## config.mk

```make
export PLATFORM = sky130hd
export DESIGN_NAME = prop_loop_monitor
export DESIGN_NICKNAME = d
export VERILOG_FILES = /design/src/rtl/prop_loop_mon_pkg.sv /design/src/rtl/prop_loop_chg_det.sv /design/src/rtl/prop_loop_monitor.sv
export SDC_FILE = /design/constraint.sdc
export NUM_CORES = 1
export LEC_CHECK = 0
export CAP_MARGIN = 5
export CELL_PAD_IN_SITES_DETAIL_PLACEMENT = 1
export CELL_PAD_IN_SITES_GLOBAL_PLACEMENT = 1
export CORE_MARGIN = 5
export CORE_UTILIZATION = 38
export CTS_CLUSTER_DIAMETER = 100
export CTS_CLUSTER_SIZE = 25
export DETAILED_ROUTE_END_ITERATION = 6
export GPL_TIMING_DRIVEN = 0
export PLACE_DENSITY_LB_ADDON = 0.08
export SLEW_MARGIN = 20
export SYNTH_ARGS = -nofsm -noshare
export SYNTH_HDL_FRONTEND = slang
export SYNTH_HIERARCHICAL = 1
export SYNTH_SLANG_ARGS = --single-unit
```

## constraint.sdc

```tcl
create_clock -name clk -period 2.6 [get_ports clk]
set_input_delay 0.52 -clock clk [delete_from_list [all_inputs] [get_ports clk]]
set_output_delay 0.52 -clock clk [all_outputs]
set_load 0.03 [all_outputs]
```

## src/rtl/prop_loop_mon_pkg.sv

```systemverilog
// Package: prop_loop_mon_pkg
// Purpose: shared types and constants for the propagation-loop monitor.
//   mon_state_e : monitor FSM states
//   STAMP_W     : width of the optional free-running cycle stamp
//                 (used only when PROP_LOOP_MON_STAMP_EN is defined)
package prop_loop_mon_pkg;

  typedef enum logic [2:0] {
    ST_IDLE   = 3'd0,
    ST_PRIME  = 3'd1,
    ST_COUNT  = 3'd2,
    ST_REPORT = 3'd3,
    ST_TRIP   = 3'd4
  } mon_state_e;

  localparam int unsigned STAMP_W = 32;

endpackage

```

## src/rtl/prop_loop_chg_det.sv

```systemverilog
// Module: prop_loop_chg_det
// Purpose: registers the watched vector every cycle, flags a masked change
//          against the previous sample and keeps a saturating change count.
// Ports:
//   clk, rst_n  : clock, synchronous active-low reset
//   i_sig       : watched vector
//   i_mask      : 1 = bit participates in change detection
//   i_det_en    : change detection qualifier (monitor is counting)
//   i_cnt_clr   : zero the change counter (has priority over increment)
//   o_chg_c     : combinational masked-change flag for the current cycle
//   o_chg_cnt   : registered change count
module prop_loop_chg_det
  import prop_loop_mon_pkg::*;
#(
  parameter int unsigned WIDTH = 16,
  parameter int unsigned CNT_W = 5
) (
  input  logic             clk,
  input  logic             rst_n,
  input  logic [WIDTH-1:0] i_sig,
  input  logic [WIDTH-1:0] i_mask,
  input  logic             i_det_en,
  input  logic             i_cnt_clr,
  output logic             o_chg_c,
  output logic [CNT_W-1:0] o_chg_cnt
);

  logic [WIDTH-1:0] r_sig_q;
  logic [CNT_W-1:0] r_chg_cnt;
  logic             w_chg;

  assign w_chg = i_det_en & (|((i_sig ^ r_sig_q) & i_mask));

  // Sample register and saturating counter
  always_ff @(posedge clk) begin
    if (!rst_n) begin
      r_sig_q   <= '0;
      r_chg_cnt <= '0;
    end else begin
      r_sig_q <= i_sig;
      if (i_cnt_clr) begin
        r_chg_cnt <= '0;
      end else if (w_chg && (r_chg_cnt != '1)) begin
        r_chg_cnt <= r_chg_cnt + CNT_W'(1);
      end
    end
  end

  assign o_chg_c   = w_chg;
  assign o_chg_cnt = r_chg_cnt;

endmodule

```

## src/rtl/prop_loop_monitor.sv

```systemverilog
// Module: prop_loop_monitor
// Purpose: observes a self-retriggering update loop; counts masked changes of
//          sig per WINDOW-cycle window, reports each window's count over a
//          valid/ready handshake and latches a sticky trip when a window
//          reaches THRESH changes.
// Ports:
//   clk, rst_n  : clock, synchronous active-low reset
//   en          : monitor enable
//   clear       : clear trip / abort, return to idle
//   sig, mask   : watched vector and participating-bit mask
//   rpt_valid   : window report available (held until rpt_ready)
//   rpt_ready   : report consumer ready
//   rpt_count   : changes seen in the reported window
//   rpt_last    : sig sample at the window's final cycle
//   tripped     : sticky loop-detected flag
//   trip_value  : sig sample on which the THRESH-th change was seen
//   trip_cycle  : cycle stamp of the trip edge (PROP_LOOP_MON_STAMP_EN only)
// Build option: define PROP_LOOP_MON_STAMP_EN to add the free-running cycle
//   counter and the trip_cycle port.
module prop_loop_monitor
  import prop_loop_mon_pkg::*;
#(
  parameter  int unsigned WIDTH  = 16,
  parameter  int unsigned WINDOW = 16,
  parameter  int unsigned THRESH = 4,
  localparam int unsigned CNT_W  = $clog2(WINDOW + 1)
) (
  input  logic             clk,
  input  logic             rst_n,
  input  logic             en,
  input  logic             clear,
  input  logic [WIDTH-1:0] sig,
  input  logic [WIDTH-1:0] mask,
  output logic             rpt_valid,
  input  logic             rpt_ready,
  output logic [CNT_W-1:0] rpt_count,
  output logic [WIDTH-1:0] rpt_last,
  output logic             tripped,
  output logic [WIDTH-1:0] trip_value
`ifdef PROP_LOOP_MON_STAMP_EN
  ,
  output logic [STAMP_W-1:0] trip_cycle
`endif
);

  localparam logic [CNT_W-1:0] WIN_LAST = CNT_W'(WINDOW - 1);
  localparam logic [CNT_W-1:0] TRIP_AT  = CNT_W'(THRESH - 1);

  mon_state_e       r_state;
  logic [CNT_W-1:0] r_win_cnt;
  logic             r_rpt_valid;
  logic [CNT_W-1:0] r_rpt_count;
  logic [WIDTH-1:0] r_rpt_last;
  logic             r_tripped;
  logic [WIDTH-1:0] r_trip_value;

  logic             w_chg;
  logic [CNT_W-1:0] w_chg_cnt;
  logic             w_trip;
  logic [CNT_W-1:0] w_final_cnt;

  prop_loop_chg_det #(
    .WIDTH (WIDTH),
    .CNT_W (CNT_W)
  ) u_chg_det (
    .clk       (clk),
    .rst_n     (rst_n),
    .i_sig     (sig),
    .i_mask    (mask),
    .i_det_en  (r_state == ST_COUNT),
    .i_cnt_clr (r_state == ST_PRIME),
    .o_chg_c   (w_chg),
    .o_chg_cnt (w_chg_cnt)
  );

  // The counter still holds the pre-edge value, so the current change is added here
  assign w_trip      = w_chg && (w_chg_cnt == TRIP_AT);
  assign w_final_cnt = w_chg_cnt + CNT_W'(w_chg);

`ifdef PROP_LOOP_MON_STAMP_EN
  logic [STAMP_W-1:0] r_cycle;
  logic [STAMP_W-1:0] r_trip_cycle;

  // Free-running cycle stamp, wraps naturally
  always_ff @(posedge clk) begin
    if (!rst_n) begin
      r_cycle <= '0;
    end else begin
      r_cycle <= r_cycle + STAMP_W'(1);
    end
  end

  assign trip_cycle = r_trip_cycle;
`endif

  // Monitor FSM with window counter, report and trip registers
  always_ff @(posedge clk) begin
    if (!rst_n) begin
      r_state      <= ST_IDLE;
      r_win_cnt    <= '0;
      r_rpt_valid  <= 1'b0;
      r_rpt_count  <= '0;
      r_rpt_last   <= '0;
      r_tripped    <= 1'b0;
      r_trip_value <= '0;
`ifdef PROP_LOOP_MON_STAMP_EN
      r_trip_cycle <= '0;
`endif
    end else begin
      case (r_state)
        ST_IDLE: begin
          if (!clear && en) begin
            r_state <= ST_PRIME;
          end
        end

        ST_PRIME: begin
          r_win_cnt <= '0;
          r_state   <= clear ? ST_IDLE : ST_COUNT;
        end

        // Disable/clear abandon the window before any trip or report decision
        ST_COUNT: begin
          if (clear || !en) begin
            r_state <= ST_IDLE;
          end else if (w_trip) begin
            r_tripped    <= 1'b1;
            r_trip_value <= sig;
`ifdef PROP_LOOP_MON_STAMP_EN
            r_trip_cycle <= r_cycle;
`endif
            r_state      <= ST_TRIP;
          end else if (r_win_cnt == WIN_LAST) begin
            r_rpt_valid <= 1'b1;
            r_rpt_count <= w_final_cnt;
            r_rpt_last  <= sig;
            r_state     <= ST_REPORT;
          end else begin
            r_win_cnt <= r_win_cnt + CNT_W'(1);
          end
        end

        ST_REPORT: begin
          if (clear) begin
            r_rpt_valid <= 1'b0;
            r_state     <= ST_IDLE;
          end else if (rpt_ready) begin
            r_rpt_valid <= 1'b0;
            r_state     <= en ? ST_PRIME : ST_IDLE;
          end
        end

        ST_TRIP: begin
          if (clear) begin
            r_tripped    <= 1'b0;
            r_trip_value <= '0;
`ifdef PROP_LOOP_MON_STAMP_EN
            r_trip_cycle <= '0;
`endif
            r_state      <= ST_IDLE;
          end
        end

        default: begin
          r_state <= ST_IDLE;
        end
      endcase
    end
  end

  assign rpt_valid  = r_rpt_valid;
  assign rpt_count  = r_rpt_count;
  assign rpt_last   = r_rpt_last;
  assign tripped    = r_tripped;
  assign trip_value = r_trip_value;

endmodule

```

==> results of run 1 <==
## sequential cells by signal (all words and copies together), names as in the netlist
name	cells
rpt_last	16
trip_value	16
u_chg_det/r_sig_q	16
r_win_cnt	5
rpt_count	5
u_chg_det/o_chg_cnt	5
r_state	3
rpt_valid	1
tripped	1
## timing repair
action / CTS / global route
setup buffers: 6 / 6
pin swaps: 7 / 7
endpoints found under the setup margin: 45 / 34
resized for setup: 20 / 23
gates cloned: 1 / 1
## metrics by stage
step | total power [mW] | area (um2) | hold WS, ns | util (%) | std cells
after floorplan | 1.17 | 3240 | 0.449 | - | 321
after global placement | 1.27 | 4120 | 0.451 | 49.9 | 501
after detailed placement | 1.27 | 4120 | 0.458 | 49.9 | 501
after CTS | 2.14 | 4380 | 0.470 | 53.1 | 522
after global routing | 2.21 | 4480 | 0.430 | 54.2 | 529
final | 2.12 | 4480 | 0.451 | 54.2 | 529
## layout make-up
class | instances | area (um2) | share of cell area, %
multi-input combinational | 231 | 1780 | 39.8
sequential | 68 | 1360 | 30.4
timing repair buffer | 89 | 865 | 19.3
clock buffer | 12 | 155 | 3.46
tap | 105 | 131 | 2.93
buffer | 16 | 125 | 2.79
clock inverter | 2 | 35.0 | 0.782
inverter | 6 | 22.5 | 0.503
## routing by layer
layer,part of all wire [%],up-vias
met5,0,-
met4,0.82,0
met3,4.4,8
met2,53,49
met1,42,1313
li1,-,1306
## final timing paths
check | slack, ns | startpoint | cells after the start | end
worst max-delay path | 0.07 | sig[13] | 11 | rpt_count[3]
worst min-delay path | 0.45 | sig[6] | 2 | u_chg_det/r_sig_q[6]
worst max register to register | 0.14 | u_chg_det/r_sig_q[6] | 10 | rpt_count[3]
worst min register to register | 0.47 | trip_value[14] | 2 | trip_value[14]
## logic make-up (layout without fill, tap and decap cells)
family          Yosys count  after routing  share of synthesized area (%)
buf+inv                  22            125                           4.56
mux                      26             26                           8.04
xor+xnor                 19             19                           5.14
flops                    68             68                           42.0
simple gates            127            127                           24.2
compound gates           53             53                           13.8
fa+ha+maj                 6              6                           2.32
## worst register-to-register path: stages (launching register included)
cell	delay (ns)
dfxtp_1	0.33
xor2_1	0.24
a22oi_2	0.14
nand4_1	0.20
o21a_1	0.18
or4b_4	0.50
o211ai_4	0.22
buf_6	0.16
buf_12	0.13
mux2i_2	0.20
nor2b_1	0.06
## Yosys cell counts, drive strengths merged (2+ instances only)
master / count
nor2b: 25
and3: 3
a31oi: 3
nor4: 3
nor2: 7
or3b: 2
nand2: 30
clkbuf: 10
xnor2: 2
o21ai: 7
a22oi: 8
a21boi: 17
nor3b: 2
o211ai: 2
buf: 6
xor2: 17
and2: 16
inv: 6
a22o: 2
nand3: 20
nand2b: 7
a21oi: 5
dfxtp: 68
ha: 6
o211a: 2
mux2i: 26
o21a: 2
nand4: 3
## report_power, final
part	switching, mW	internal, mW	total (mW)
combinational	0.0930	0.0958	0.189
sequential	0.00819	1.06	1.06
clock	0.385	0.484	0.869
total	0.487	1.64	2.12
==> flow_summary.yaml, run 1 <==
outcome:
  outcome: "complete, no violations"
synth:
  synthTopCellsByArea: "dfxtp_1 42%, mux2i_1 8.0%, nor2b_1 4.8%"
  ys.flop_type: "dfxtp_1"
  ys_types: 52
  syn_area_mm2: 0.00324
  syn_inst: 321
  yosysWarningCount: 6
  async_flop_share_pct: 0
  syn_area_per_cell_um2: 10.1
  ys_ff_latch: 68
  synth_largest_area_cell: "dfxtp_1"
  synth_top_area_share_pct: 42.0
  synth_fp_nets: 364
  ys_seq_area_share_pct: 42.0
  synth-edff-count: 0
route:
  ant_nets: 0
  wl_per_cell_um: 17.5
  routed_wl_um: 9260
  viasPerCell: 5.06
  dr.pass1.iters: 4
  drc: 0
  drt_iter0_drc: 43
  vias: 2676
timing:
  setup_tns_ns: 0
  finalMaxSlewViolations: 0
  fin_crit_ns: 2.53
  clock_skew_ns: 0.00747
  final_hold_viol_count: 0
  tightest_slew_ns: 0.662
  slew_headroom_pct: 55.7
  setup_slack_ns: 0.0690
  fin_crit_sh_pct: 97.3
  fmax_ghz: 0.395
  setup_viol: 0
place:
  place_ws_ns: -0.742
  hpwl_um: 6720
  port_buffers: 75
  gp_congestion: 0.778
cts:
  cts-buffers-inserted: 9
  clock-sinks: 68
  clkSlewWorstSetupHoldPaths_ns: 0.07
  cts_tree: "yes"
  ctsHoldBuffers: 0
  root_buffer: "clkbuf_8"
  insertion_delay_ns: 0.35
  htree_levels: 3
  clk_path_buf_depth: 2
worst_setup_path:
  timing_worst_setup_path_type: "in2reg"
  slowest_delay_ns: 0.50
  crit_family: "simple AND/OR/NAND/NOR gates"
  slowest_stage: "or4b_4"
  crit_fanout: 5
  cp-start-kind: "input pin"
  critPathRequiredTime_ns: 2.84
  path_cells: "dlygate4sd2_1, xor2_1, a22oi_2, nand4_1, o21a_1, or4b_4, o211ai_4, buf_6, buf_12, mux2i_2, nor2b_1"
  setup.worst_path.end_class: "flop"
  cp.arrival_ns: 2.77
  cp_num_buf_inv: 3
floorplanning:
  core_mm2: 0.00826
  rows: 33
  die_w_um: 102
  start_util_pct: 39.2
  ioPinCount: 76
  die_h_um: 102
  die-area_mm2: 0.0105
grt:
  grt_max_degree: 18
  use_met3_pct: 4.98
  grtUsageTotal_pct: 17.8
  grt_use_met1_pct: 21.0
  gr-total-overflow: 0
  met2_usage_pct: 31.8
  grt_pass1_vias: 2829
  grt.busiest_layer: "met2"
  antenna_found_initial: 0
  grt_pass1_wl_um: 14200
final_layout:
  layout_commonest_cell: "dfxtp_1"
  final_cell_mix: "68 x dfxtp_1, 59 x clkdlybuf4s50_1, 30 x nand2_1"
  area_growth_pct: 38.3
  n_fill_cell: 927
  antenna_cells: 0
  final_nets: 464
  drive_gt1_share_pct: 18.6
min_path:
  min_path_type: "in2reg"
pwr:
  leakagePower_nw: 1.84
  peakVddDrop_mv: 0.240
  powerDensity_mw_per_mm2: 474
job:
  maxCapViolCount: 0
Note: power is estimated with default switching activity, not from simulation.
==> run 2: changes to the inputs <==
CORE_MARGIN = 4   (was 5)
==> run 2 against run 1 <==
Compared with the run above:
- critical path depth stayed put
- power up 0.46%
- critical endpoint is now rpt_last[0]
- cell count shrank 0.57%
- highest routed layer unchanged
- largest power group unchanged
- worst setup slack worse by 0.063 ns
==> flow_summary.yaml, run 2 (synthesis gave the netlist of run 1 again) <==
worst_setup_path:
  r2r_cells: 10
  cp.arrival_ns: 2.82
  timing_worst_setup_path_type: "in2reg"
  rr_endpoint: "rpt_last[0]"
  cp_common_cell: "buf_12"
  setup.worst_path.end_class: "flop"
  cp-start-kind: "input pin"
  slowest_delay_ns: 0.50
  path_cells: "clkdlybuf4s15_1, xor2_2, a22oi_1, nand4_1, o21a_1, or4b_4, o211ai_4, buf_12, buf_12, mux2i_1, nor2b_1"
  regToRegSetupSlack_ns: 0.08
  crit_fanout: 5
  reg2reg_from: "r_state[2]"
  crit_family: "simple AND/OR/NAND/NOR gates"
  slowest_stage: "or4b_4"
  critPathRequiredTime_ns: 2.83
  cp_num_buf_inv: 3
timing:
  setup_viol: 0
  fin_crit_sh_pct: 99.8
  finalMaxSlewViolations: 0
  tightest_slew_ns: 0.641
  setup_tns_ns: 0
  clock_skew_ns: 0.00777
  fin_hold_ws_ns: 0.462
  fmax_ghz: 0.385
  final_hold_viol_count: 0
  fin_crit_ns: 2.59
  slew_headroom_pct: 57.1
  setup_slack_ns: 0.00566
  rsz0062_at_grt: "true"
pwr:
  power_switching_share_pct: 25.1
  peakVddDrop_mv: 0.225
  p_switching_mw: 0.535
  clkPwrFrac_pct: 41.4
  intPower_mw: 1.60
  powerDensity_mw_per_mm2: 479
  total_power_mw: 2.13
  power_frac_comb_pct: 8.7
  leakagePower_nw: 1.82
  share_seq_of_total_power_pct: 49.9
route:
  viasPerCell: 5.06
  drt_iter0_drc: 61
  vias: 2662
  routed_wl_um: 9010
  ant_nets: 0
  wl_per_cell_um: 17.1
  dr.pass1.iters: 6
  drc: 0
floorplanning:
  rows: 33
  start_util_pct: 39.2
  core_mm2: 0.00826
  die_w_um: 100
  die-area_mm2: 0.0101
  ioPinCount: 76
  die_h_um: 100
final_layout:
  fin_cells: 526
  final_nets: 459
  drive_gt1_share_pct: 16.4
  antenna_cells: 0
  final_cell_mix: "68 x dfxtp_1, 59 x clkdlybuf4s50_1, 30 x nand2_1"
  final_util_pct: 53.9
  stdcell_area_mm2: 0.00445
  area_growth_pct: 37.6
  layout_commonest_cell: "dfxtp_1"
cts:
  clk_path_buf_depth: 2
  clkSlewWorstSetupHoldPaths_ns: 0.08
  insertion_delay_ns: 0.34
  cts-buffers-inserted: 9
  ctsHoldBuffers: 0
  htree_levels: 3
  cts_tree: "yes"
  clock-sinks: 68
  root_buffer: "clkbuf_8"
outcome:
  outcome: "complete, no violations"
min_path:
  hp-start: "sig[3]"
  hold_depth: 3
  min_path_type: "in2reg"
  holdPathEnd: "trip_value[3]"
place:
  gp_congestion: 0.800
  place_ws_ns: -0.718
  hpwl_um: 6450
  place_inst: 501
  port_buffers: 75
  placed_cell_area_mm2: 0.00412
grt:
  grt_pass1_wl_um: 14000
  grt_max_degree: 18
  antenna_found_initial: 0
  grt_pass1_vias: 2725
  grtUsageTotal_pct: 17.8
  gr-total-overflow: 0
job:
  maxCapViolCount: 0
-- run 2: cell count changes in the layout (fill, tap and decap cells not counted), sizes merged --
cell           change
clkbuf             -7
dlygate4sd2        +6
buf                -4
clkdlybuf4s15      -2
clkinv             +2
clkinvlp           +2
bufbuf             -1
inv                +1
-- run 2: worst max path at each step --
stage	startpoint	to	slack, ns	depth (start not counted)
4_1_cts	sig[1]	rpt_count[2]	0.001	10
2_1_floorplan	sig[12]	rpt_count[0]	0.28	9
5_1_grt	sig[6]	rpt_last[0]	-0.11	11
3_3_place_gp	sig[11]	rpt_last[13]	-0.66	10
3_5_place_dp	sig[1]	rpt_last[5]	-0.72	10
6_report	sig[1]	rpt_last[0]	0.006	11
-- run 2: routing by layer --
layer / vias to the layer above / track usage, % / routed length, um
li1: 1302 / - / -
met1: 1304 / 21.6 / 3860
met2: 54 / 31.4 / 4720
met3: 2 / 4.17 / 381
met4: 0 / 5.08 / 43
met5: - / 0 / 0
-- run 2: worst register-to-register path, delay by kind of cell (launching register included) --
kind                   cells  cell delay [ns]
AND/OR/NAND/NOR            4             0.92
buffers and inverters      3             0.51
AO/OA/AOI/OAI              2             0.44
flip-flops                 1             0.31
multiplexers               1             0.21
-- run 2: power by group through the flow --
stage               Combinational [mW]  Sequential (mW)  Clock, mW
floorplan                       0.0856             1.09          0
global placement                 0.185             1.09          0
detailed placement               0.188             1.09          0
CTS                              0.184             1.06      0.907
global route                     0.200             1.06      0.962
finish                           0.185             1.06      0.884
-- run 2: area by class of cell --
cell class,count,area (um2)
inverters,6,22.5
flip-flops and latches,68,1360
clock buffers,9,124
well taps,105,131
repair buffers,84,856
plain buffers,16,125
clock inverters,7,76.3
fillers,939,3800
multi-input cells,231,1760
-- run 2: timing repair --
item                       in CTS  in global routing
buffers inserted                4                  3
setup endpoints to repair      45                 33
resized for setup              19                 10
pin swaps                       5                  8
cloned                          1                  1
==> run 3: changes to the inputs <==
ABC_AREA = 1   (was not set)
CORE_UTILIZATION = 35   (was 38)
GPL_TIMING_DRIVEN = not set   (was 0)
HOLD_SLACK_MARGIN = 0.03   (was not set)
==> run 3 against run 2 <==
Compared with the run above:
- area after synthesis is 1.8% higher
- critical path depth grew 5
- power is 3.1% higher
- combinational power is 36% higher
- clock power fell by 1%
==> flow_summary.yaml, run 3 <==
synth:
  synth-edff-count: 0
  syn_area_mm2: 0.00330
  async_flop_share_pct: 0
  syn_area_per_cell_um2: 6.70
  yosysWarningCount: 6
  ys_seq_area_share_pct: 41.3
  synth_common_cells: "145 x nand2_1, 71 x inv_1, 68 x dfxtp_1, 51 x nor2_1, 47 x a21oi_1"
  ys_ff_latch: 68
  synth_largest_area_cell: "dfxtp_1"
  synth_most_common_cell: "nand2_1"
  ys_types: 30
  synthTopCellsByArea: "dfxtp_1 41%, nand2_1 17%, inv_1 8.1%"
  synth_top_area_share_pct: 41.3
  synth_fp_nets: 535
  syn_inst: 492
  ys.flop_type: "dfxtp_1"
timing:
  fin_crit_ns: 2.39
  fin_crit_sh_pct: 92.1
  fin_hold_ws_ns: 0.464
  setup_tns_ns: 0
  fmax_ghz: 0.418
  final_hold_viol_count: 0
  setup_slack_ns: 0.206
  tightest_slew_ns: 0.400
  rsz0062_at_grt: "true"
  slew_headroom_pct: 73.1
  clock_skew_ns: 0.0109
  finalMaxSlewViolations: 0
  setup_viol: 0
grt:
  grt_pass1_vias: 3627
  grtUsageTotal_pct: 18.4
  grt_max_degree: 29
  antenna_found_initial: 0
  gr-total-overflow: 0
  grt_pass1_wl_um: 16600
route:
  wl_per_cell_um: 13.7
  vias: 3363
  ant_nets: 0
  dr.pass1.iters: 4
  drc: 0
  viasPerCell: 4.74
  routed_wl_um: 9690
  drt_iter0_drc: 96
cts:
  cts-buffers-inserted: 9
  clock-sinks: 68
  cts_resized: 0
  ctsHoldBuffers: 0
  cts_tree: "yes"
  clkSlewWorstSetupHoldPaths_ns: 0.07
  postCtsSetupBuffers: 0
  root_buffer: "clkbuf_8"
  clk_path_buf_depth: 2
  htree_levels: 3
  insertion_delay_ns: 0.34
final_layout:
  area_growth_pct: 38.6
  final_cell_mix: "145 x nand2_1, 75 x clkdlybuf4s50_1, 71 x inv_1"
  drive_gt1_share_pct: 11.9
  final_nets: 637
  n_fill_cell: 1210
  layout_commonest_cell: "nand2_1"
  antenna_cells: 0
worst_setup_path:
  cp-start-kind: "input pin"
  slowest_stage: "clkdlybuf4s50_1"
  path_cells: "clkdlybuf4s50_1, inv_1, nand2_1, nand3_1, nand2_1, inv_1, nand2_1, nor2_4, a21boi_2, inv_1, nor2_1, nand3_2, o21ai_4, buf_4, nand3_1, a21oi_1"
  critPathRequiredTime_ns: 2.86
  setup.worst_path.end_class: "flop"
  timing_worst_setup_path_type: "in2reg"
  regToRegSetupSlack_ns: 0.45
  slowest_delay_ns: 0.51
  crit_fanout: 8
  cp.arrival_ns: 2.66
pwr:
  powerDensity_mw_per_mm2: 481
  leakagePower_nw: 2.03
  peakVddDrop_mv: 0.241
floorplanning:
  core_mm2: 0.00920
  die_h_um: 105
  rows: 35
  die-area_mm2: 0.0110
  ioPinCount: 76
  die_w_um: 105
  start_util_pct: 35.8
place:
  hpwl_um: 7360
  place_ws_ns: -0.174
  gp_congestion: 0.833
  port_buffers: 75
outcome:
  outcome: "complete, no violations"
job:
  maxCapViolCount: 0
min_path:
  min_path_type: "reg2reg"
run 3: cell count changes after synthesis, sizes merged, moves of 21 or more:
cell   previous run  this run
a21oi             5        47
mux2i            26         0
nor2              7        61
nor2b            25         0
inv               6        76
nand3            20        41
nand2            30       151
run 3: final cells by class:
cell class / count / area, um2 / share of cell area [%]
multi-input cells: 326 / 1550 / 34.0
flip-flops and latches: 68 / 1360 / 29.8
repair buffers: 106 / 1010 / 22.1
inverters: 83 / 314 / 6.88
clock buffers: 11 / 141 / 3.10
well taps: 111 / 139 / 3.04
clock inverters: 4 / 50.0 / 1.10
run 3: per-layer routing:
layer	part of all wire [%]	track usage, %	vias up
met5	0	0	-
met4	1.7	6.75	0
met3	2.5	3.09	13
met2	53	34.7	46
met1	42	20.5	1590
li1	-	-	1714
run 3: critical path: cells and delay by family:
family	cells	cell delay [ns]
and+or+nand+nor	8	0.74
AOI/OAI and AO/OA	3	0.55
buffers and inverters	5	0.85
run 3: path summary, 6_finish.rpt:
kind,start,end,cells after the start
worst max-delay path,sig[9],trip_value[4],16
worst max register to register,r_state[1],trip_value[4],10
worst min register to register,trip_value[7],trip_value[7],2
worst min-delay path,trip_value[7],trip_value[7],2
run 3: kinds of logic (layout without fill, tap and decap cells):
family	Yosys count	after routing	share of synthesized area, %
buf+inv	98	204	12.0
simple gates	261	261	34.5
fa+ha+maj	6	6	2.28
xor+xnor	4	4	1.06
compound gates	55	55	8.85
flops	68	68	41.3
run 3: report_power, final:
group | internal (mW) | switching [mW] | total (mW) | leakage (nW)
Clock | 0.463 | 0.409 | 0.872 | 0.0914
Combinational | 0.118 | 0.133 | 0.251 | 1.38
Sequential | 1.06 | 0.0155 | 1.08 | 0.552
Total | 1.64 | 0.558 | 2.20 | 2.03
run 3: through the flow:
step	cells	util, %	total power, mW	area [um2]
after floorplan	492	-	1.22	3300
after detailed placement	694	47.4	1.35	4360
final	709	49.7	2.20	4570
after CTS	709	49.5	2.24	4550
after global routing	709	49.7	2.30	4570
after global placement	694	47.4	1.34	4360
